## config.mk

```make
export PLATFORM = sky130hd
export DESIGN_NAME = regfile_write_buffer_flat
export DESIGN_NICKNAME = d
export VERILOG_FILES = /design/src/rtl/regfile_write_buffer_if.sv /design/src/rtl/regfile_write_buffer.sv /design/src/flat_wrapper.sv
export SDC_FILE = /design/constraint.sdc
export NUM_CORES = 1
export LEC_CHECK = 0
export ABC_AREA = 1
export BUFFER_PORTS_ARGS = -buffer_cell sky130_fd_sc_hd__buf_2
export CORE_ASPECT_RATIO = 0.75
export CORE_MARGIN = 8
export CORE_UTILIZATION = 30
export CTS_BUF_LIST = sky130_fd_sc_hd__clkbuf_16
export DETAILED_ROUTE_END_ITERATION = 8
export PLACE_DENSITY = 0.58
export SLEW_MARGIN = 25
export SYNTH_ARGS = -nofsm -noshare
export SYNTH_HDL_FRONTEND = slang
export SYNTH_SLANG_ARGS = --single-unit
```

## constraint.sdc

```tcl
create_clock -name clk -period 6.5 [get_ports clk]
set_input_delay 1.95 -clock clk [delete_from_list [all_inputs] [get_ports clk]]
set_output_delay 1.95 -clock clk [all_outputs]
set_load 0.01 [all_outputs]
```

## src/rtl/regfile_write_buffer_if.sv

```systemverilog
// Bus bundle between a register write-back producer and the write buffer:
// request handshake, register file write port, bypass lookup and occupancy.
interface regfile_write_buffer_if #(
    parameter int unsigned WIDTH     = 32,
    parameter int unsigned DEPTH     = 5,
    parameter int unsigned BUF_DEPTH = 4
);
    localparam int unsigned CNT_W = $clog2(BUF_DEPTH) + 1;

    logic             inValid;
    logic             inReady;
    logic [DEPTH-1:0] inAddr;
    logic [WIDTH-1:0] inData;

    logic             rfWriteStall;
    logic             rfWriteEnable;
    logic [DEPTH-1:0] rfWriteAddr;
    logic [WIDTH-1:0] rfWriteData;

    logic [DEPTH-1:0] lookupAddr;
    logic             lookupHit;
    logic [WIDTH-1:0] lookupData;

    logic [CNT_W-1:0] count;

    // Producer / register file side
    modport master (
        output inValid, inAddr, inData, rfWriteStall, lookupAddr,
        input  inReady, rfWriteEnable, rfWriteAddr, rfWriteData,
               lookupHit, lookupData, count
    );

    // Buffer side
    modport slave (
        input  inValid, inAddr, inData, rfWriteStall, lookupAddr,
        output inReady, rfWriteEnable, rfWriteAddr, rfWriteData,
               lookupHit, lookupData, count
    );
endinterface

```

## src/rtl/regfile_write_buffer.sv

```systemverilog
// In-order write-back buffer in front of the register file write port.
// Queues write requests, drains one per unstalled cycle, and offers a
// combinational bypass returning the youngest pending value for an address.
module regfile_write_buffer #(
    parameter int unsigned WIDTH     = 32,
    parameter int unsigned DEPTH     = 5,
    parameter int unsigned BUF_DEPTH = 4
) (
    input logic                  clk,
    input logic                  reset,
    regfile_write_buffer_if.slave bus
);
    localparam int unsigned PTR_W = $clog2(BUF_DEPTH);
    localparam int unsigned CNT_W = PTR_W + 1;

    logic [PTR_W-1:0]     wr_ptr_q;
    logic [PTR_W-1:0]     rd_ptr_q;
    logic [CNT_W-1:0]     count_q;
    logic [BUF_DEPTH-1:0] valid_q;
    logic [DEPTH-1:0]     addr_q [BUF_DEPTH];
    logic [WIDTH-1:0]     data_q [BUF_DEPTH];

    logic full;
    logic empty;
    logic ready;
    logic push;
    logic drain;

    // Handshake and drain decode; ready depends only on occupancy and reset
    always_comb begin
        full  = (count_q == CNT_W'(BUF_DEPTH));
        empty = (count_q == '0);
        ready = reset && !full;
        push  = bus.inValid && ready;
        drain = !empty && !bus.rfWriteStall;
    end

    // Register file write port driven from the head entry
    always_comb begin
        bus.inReady       = ready;
        bus.rfWriteEnable = drain;
        bus.rfWriteAddr   = '0;
        bus.rfWriteData   = '0;
        bus.count         = count_q;
        if (!empty) begin
            bus.rfWriteAddr = addr_q[rd_ptr_q];
            bus.rfWriteData = data_q[rd_ptr_q];
        end
    end

    // Bypass: scan oldest to youngest so the last match wins
    always_comb begin
        logic [PTR_W-1:0] idx;
        bus.lookupHit  = 1'b0;
        bus.lookupData = '0;
        idx            = '0;
        for (int unsigned i = 0; i < BUF_DEPTH; i++) begin
            idx = rd_ptr_q + PTR_W'(i);
            if (valid_q[idx] && (addr_q[idx] == bus.lookupAddr)) begin
                bus.lookupHit  = 1'b1;
                bus.lookupData = data_q[idx];
            end
        end
    end

    // Pointer, occupancy and valid-bit state
    always_ff @(posedge clk or negedge reset) begin
        if (!reset) begin
            wr_ptr_q <= '0;
            rd_ptr_q <= '0;
            count_q  <= '0;
            valid_q  <= '0;
        end else begin
            if (drain) begin
                valid_q[rd_ptr_q] <= 1'b0;
                rd_ptr_q          <= rd_ptr_q + 1'b1;
            end
            // Push and drain never target the same slot: push needs not-full,
            // drain needs not-empty, so wr_ptr != rd_ptr whenever both fire.
            if (push) begin
                valid_q[wr_ptr_q] <= 1'b1;
                wr_ptr_q          <= wr_ptr_q + 1'b1;
            end
            unique case ({push, drain})
                2'b10:   count_q <= count_q + 1'b1;
                2'b01:   count_q <= count_q - 1'b1;
                default: count_q <= count_q;
            endcase
        end
    end

    // Entry payload storage; qualified by valid_q/count_q so needs no reset
    always_ff @(posedge clk) begin
        if (push) begin
            addr_q[wr_ptr_q] <= bus.inAddr;
            data_q[wr_ptr_q] <= bus.inData;
        end
    end
endmodule
```

## src/flat_wrapper.sv

```systemverilog
// flat-port wrapper written by rule: the top's interface ports become plain ports
module regfile_write_buffer_flat 
#(
    parameter int unsigned WIDTH     = 32,
    parameter int unsigned DEPTH     = 5,
    parameter int unsigned BUF_DEPTH = 4
)
  (clk, reset, bus_inValid, bus_inAddr, bus_inData, bus_rfWriteStall, bus_lookupAddr, bus_inReady, bus_rfWriteEnable, bus_rfWriteAddr, bus_rfWriteData, bus_lookupHit, bus_lookupData, bus_count);
  regfile_write_buffer_if #(.WIDTH(WIDTH), .DEPTH(DEPTH), .BUF_DEPTH(BUF_DEPTH)) bus_i ();
  input logic clk;
  input logic reset;
  input wire logic [$bits(bus_i.inValid)-1:0] bus_inValid;
  input wire logic [$bits(bus_i.inAddr)-1:0] bus_inAddr;
  input wire logic [$bits(bus_i.inData)-1:0] bus_inData;
  input wire logic [$bits(bus_i.rfWriteStall)-1:0] bus_rfWriteStall;
  input wire logic [$bits(bus_i.lookupAddr)-1:0] bus_lookupAddr;
  output wire logic [$bits(bus_i.inReady)-1:0] bus_inReady;
  output wire logic [$bits(bus_i.rfWriteEnable)-1:0] bus_rfWriteEnable;
  output wire logic [$bits(bus_i.rfWriteAddr)-1:0] bus_rfWriteAddr;
  output wire logic [$bits(bus_i.rfWriteData)-1:0] bus_rfWriteData;
  output wire logic [$bits(bus_i.lookupHit)-1:0] bus_lookupHit;
  output wire logic [$bits(bus_i.lookupData)-1:0] bus_lookupData;
  output wire logic [$bits(bus_i.count)-1:0] bus_count;
  assign bus_i.inValid = bus_inValid;
  assign bus_i.inAddr = bus_inAddr;
  assign bus_i.inData = bus_inData;
  assign bus_i.rfWriteStall = bus_rfWriteStall;
  assign bus_i.lookupAddr = bus_lookupAddr;
  assign bus_inReady = bus_i.inReady;
  assign bus_rfWriteEnable = bus_i.rfWriteEnable;
  assign bus_rfWriteAddr = bus_i.rfWriteAddr;
  assign bus_rfWriteData = bus_i.rfWriteData;
  assign bus_lookupHit = bus_i.lookupHit;
  assign bus_lookupData = bus_i.lookupData;
  assign bus_count = bus_i.count;
  regfile_write_buffer #(.WIDTH(WIDTH), .DEPTH(DEPTH), .BUF_DEPTH(BUF_DEPTH)) u_core (.clk(clk), .reset(reset), .bus(bus_i));
endmodule
```

==> out/metrics.csv <==
metric;value;unit
# Max-Cap Violations;0;
slew margin rel.;0.460;
DP Area;11400;um^2
fin. max-slew vios;0;
Hold Crit Class;reg -> reg;
Yosys reg bits;159;
Pre-antenna DRT Iters;5;
synth warn;0;
Synth Area in Compound Gates;0.116;
gpl congestion;0.773;
top-count cell post-synth;nand2_1;
# hold bufs at CTS;0;
Syn-to-layout area delta;15.2;%
Top Usage Layer GRT;met2;
Post-synth ARST share;0.0692;
CP arrival;3.81;ns
Detailed Route Iter0 Violations;621;
unrepaired setup endpoints after global routing;false;
synthesized cell area;10400;um^2
Post-Synth Simple-Gate Area;0.292;
worst-margin pin slew;0.811;ns
layout cells sized above 1;0.129;
Cell Pwr Density;483;nW/um^2
Syn Area/Cell;7.44;um^2
synth top area cells;edfxtp_1 43%, nand2_1 15%, o21ai_0 11%;
Remaining DRCs;0;
Primary FF master, synth;edfxtp_1;
Max stage delay cell, worst path;dfrtp_4;
CP Buf/Inv Count;5;
setup ws final;0.745;ns
met3 GRT Util;0.0346;
post-synth net total;1450;
leakage;5.45;nW
clock skew;0.0130;ns
CP top delay family;buffers and inverters;
worst-path fanout max;63;
DR WL/cell;15.1;um
CTS Root Cell;clkbuf_16;
first-pass GRT wire length;46300;um
Port Buf Inserts;120;
CTS Buffer Depth;2;
largest net degree at the start of global routing;129;
EDFF count, synth;148;
status;finished clean;
GRT met2 Usage;0.229;
post-synth top area share;0.428;
Startpoint Class;flop;
Antenna Nets Post-Route;0;
Mapped Cells;1394;
via count;9030;
PostCTS Resize Cnt;0;
worst skew pair latency;0.43;ns
top cells by count, synth;404 x nand2_1, 232 x nor2_1, 225 x o21ai_0;
# rows;59;
Max stage delay on crit path;0.49;ns
worst path cell trace;inv_2, ha_4, inv_2, buf_4, nand2_1, nand2_1, nand2_1, nor2_2, nand3_4, buf_4, nor2_1, nor2_1, nand2_1, nand2_1, nand2_1, buf_2;
xor-xnor portion of the synthesized cell area;0.00760;
# clock sinks;159;
CTS buffer count;17;
core area;34400;um^2
setup bufs post-CTS;0;
die height;177;um
CTS tree;yes;
Die Area;40800;um^2
design area;12000;um^2
Initial Util;0.302;
vias in the first global route;8405;
period utilization;0.885;
Fin. Hold Viols;0;
Post-DP HPWL;19400;um
final setup fails;0;
GRT Total Usage;0.144;
worst hold slack;0.548;ns
worst slack, placed;0.827;ns
Adder-Cell Fraction of Synth Area;0.0128;
clk slew on worst S/H paths;0.06;ns
Max Fclk;174;MHz
largest family of logic cells by synthesized area;simple AND/OR/NAND/NOR gates;
Cell variety after synth;33;
H-Tree Level Count;4;
setup_tns;0;ns
Max VDD drop;0.348;mV
post-layout utilization of the core;0.347;
post-synthesis sequential area ratio;0.455;
initial antenna violation count;2;
# IOs;121;
CP dominant cell by count;nand2_1;
final-layout fill cell count;3572;
WL final;29200;um
post-route minimum period;5.76;ns
multiplexer share of the synthesized area;0.0309;
Final #Nets;1523;
critical path data required time;4.55;ns
chip width;231;um
Critical Path Sink Type;primary output;
M1 GR Usage;0.196;
Synth area leader;edfxtp_1;
total congestion overflow;0;
crit path kind;reg -> out;
DR vias/cell;4.65;
## per-stage QoR
stage	std cells	total power, mW
2_1_floorplan	1394	3.85
3_3_place_gp	1903	4.81
3_5_place_dp	1905	4.86
4_1_cts	1937	5.83
5_1_grt	1938	6.34
6_report	1941	5.77
## registers in the layout (all words and copies together), names as in the netlist
name	count
u_core.rd_ptr_q	2
u_core.addr_q	20
u_core.valid_q	4
u_core.data_q	128
u_core.bus.count	3
u_core.wr_ptr_q	2
## logic make-up after synthesis
| group | Yosys count |
|---|---|
| xor gates and xnor gates | 9 |
| AOI/OAI and AO/OA | 240 |
| muxes | 32 |
| adders and majority gates | 10 |
| and+or+nand+nor | 739 |
| DFF | 159 |
| buffers and inverters | 205 |
## final timing paths
check,start,to,slack (ns),cells after the start
worst min-delay path,u_core.bus.count[2],u_core.bus.count[2],0.55,1
max in group asynchronous,reset,u_core.rd_ptr_q[0],4.85,1
worst max-delay path,u_core.rd_ptr_q[0],bus_lookupData[25],0.74,16
worst max register to register,u_core.bus.count[1],u_core.data_q[3][30],3.87,5
worst min register to register,u_core.bus.count[2],u_core.bus.count[2],0.55,1
min in group asynchronous,reset,u_core.bus.count[2],1.39,1
## metal layers
| metal | part of all wire | vias to the layer above |
|---|---|---|
| li1 | - | 4684 |
| met1 | 0.48 | 4086 |
| met2 | 0.44 | 234 |
| met3 | 0.061 | 24 |
| met5 | 0.00044 | - |
| met4 | 0.012 | 2 |
## cells in the final DEF (no fill, tap or decap), drive strengths merged, types with 2 or more instances in the layout
master / synthesis / final
clkinvlp: 0 / 3
xnor2: 2 / 2
nand3b: 30 / 30
buf: 56 / 141
or2: 4 / 4
xor2: 7 / 7
dfrtp: 11 / 11
clkinv: 0 / 9
edfxtp: 148 / 148
a21oi: 9 / 9
nand2: 404 / 404
o21a: 2 / 2
nor3: 2 / 2
mux2i: 32 / 32
nand4: 2 / 2
nor2: 237 / 237
clkbuf: 31 / 17
diode: 0 / 4
inv: 118 / 119
nand3: 58 / 58
o21ai: 228 / 228
ha: 9 / 9
bufinv: 0 / 2
## worst reg2reg max path, delay by kind of cell, from the launching register on
| family | cells | cell delay (ns) |
|---|---|---|
| flip-flops | 1 | 0.41 |
| buffers and inverters | 2 | 0.56 |
| AO/OA/AOI/OAI | 1 | 0.21 |
| AND/OR/NAND/NOR | 2 | 1.08 |
## cell type report
| type | instances | area, um^2 | share of cell area |
|---|---|---|---|
| Clock inverter | 15 | 130 | 0.0109 |
| Clock buffer | 17 | 425 | 0.0356 |
| Sequential cell | 159 | 4720 | 0.395 |
| Antenna cell | 4 | 10.0 | 0.000838 |
| Tap cell | 457 | 572 | 0.0478 |
| Timing Repair Buffer | 141 | 827 | 0.0692 |
| Multi-Input combinational cell | 1030 | 4820 | 0.403 |
| Inverter | 118 | 445 | 0.0373 |
## where the power goes
part,total (mW),switching (mW),internal [mW]
sequential,1.33,0.0681,1.26
combinational,3.49,2.34,1.15
clock,0.951,0.396,0.555
No activity file was read; power rests on OpenSTA's default activity.
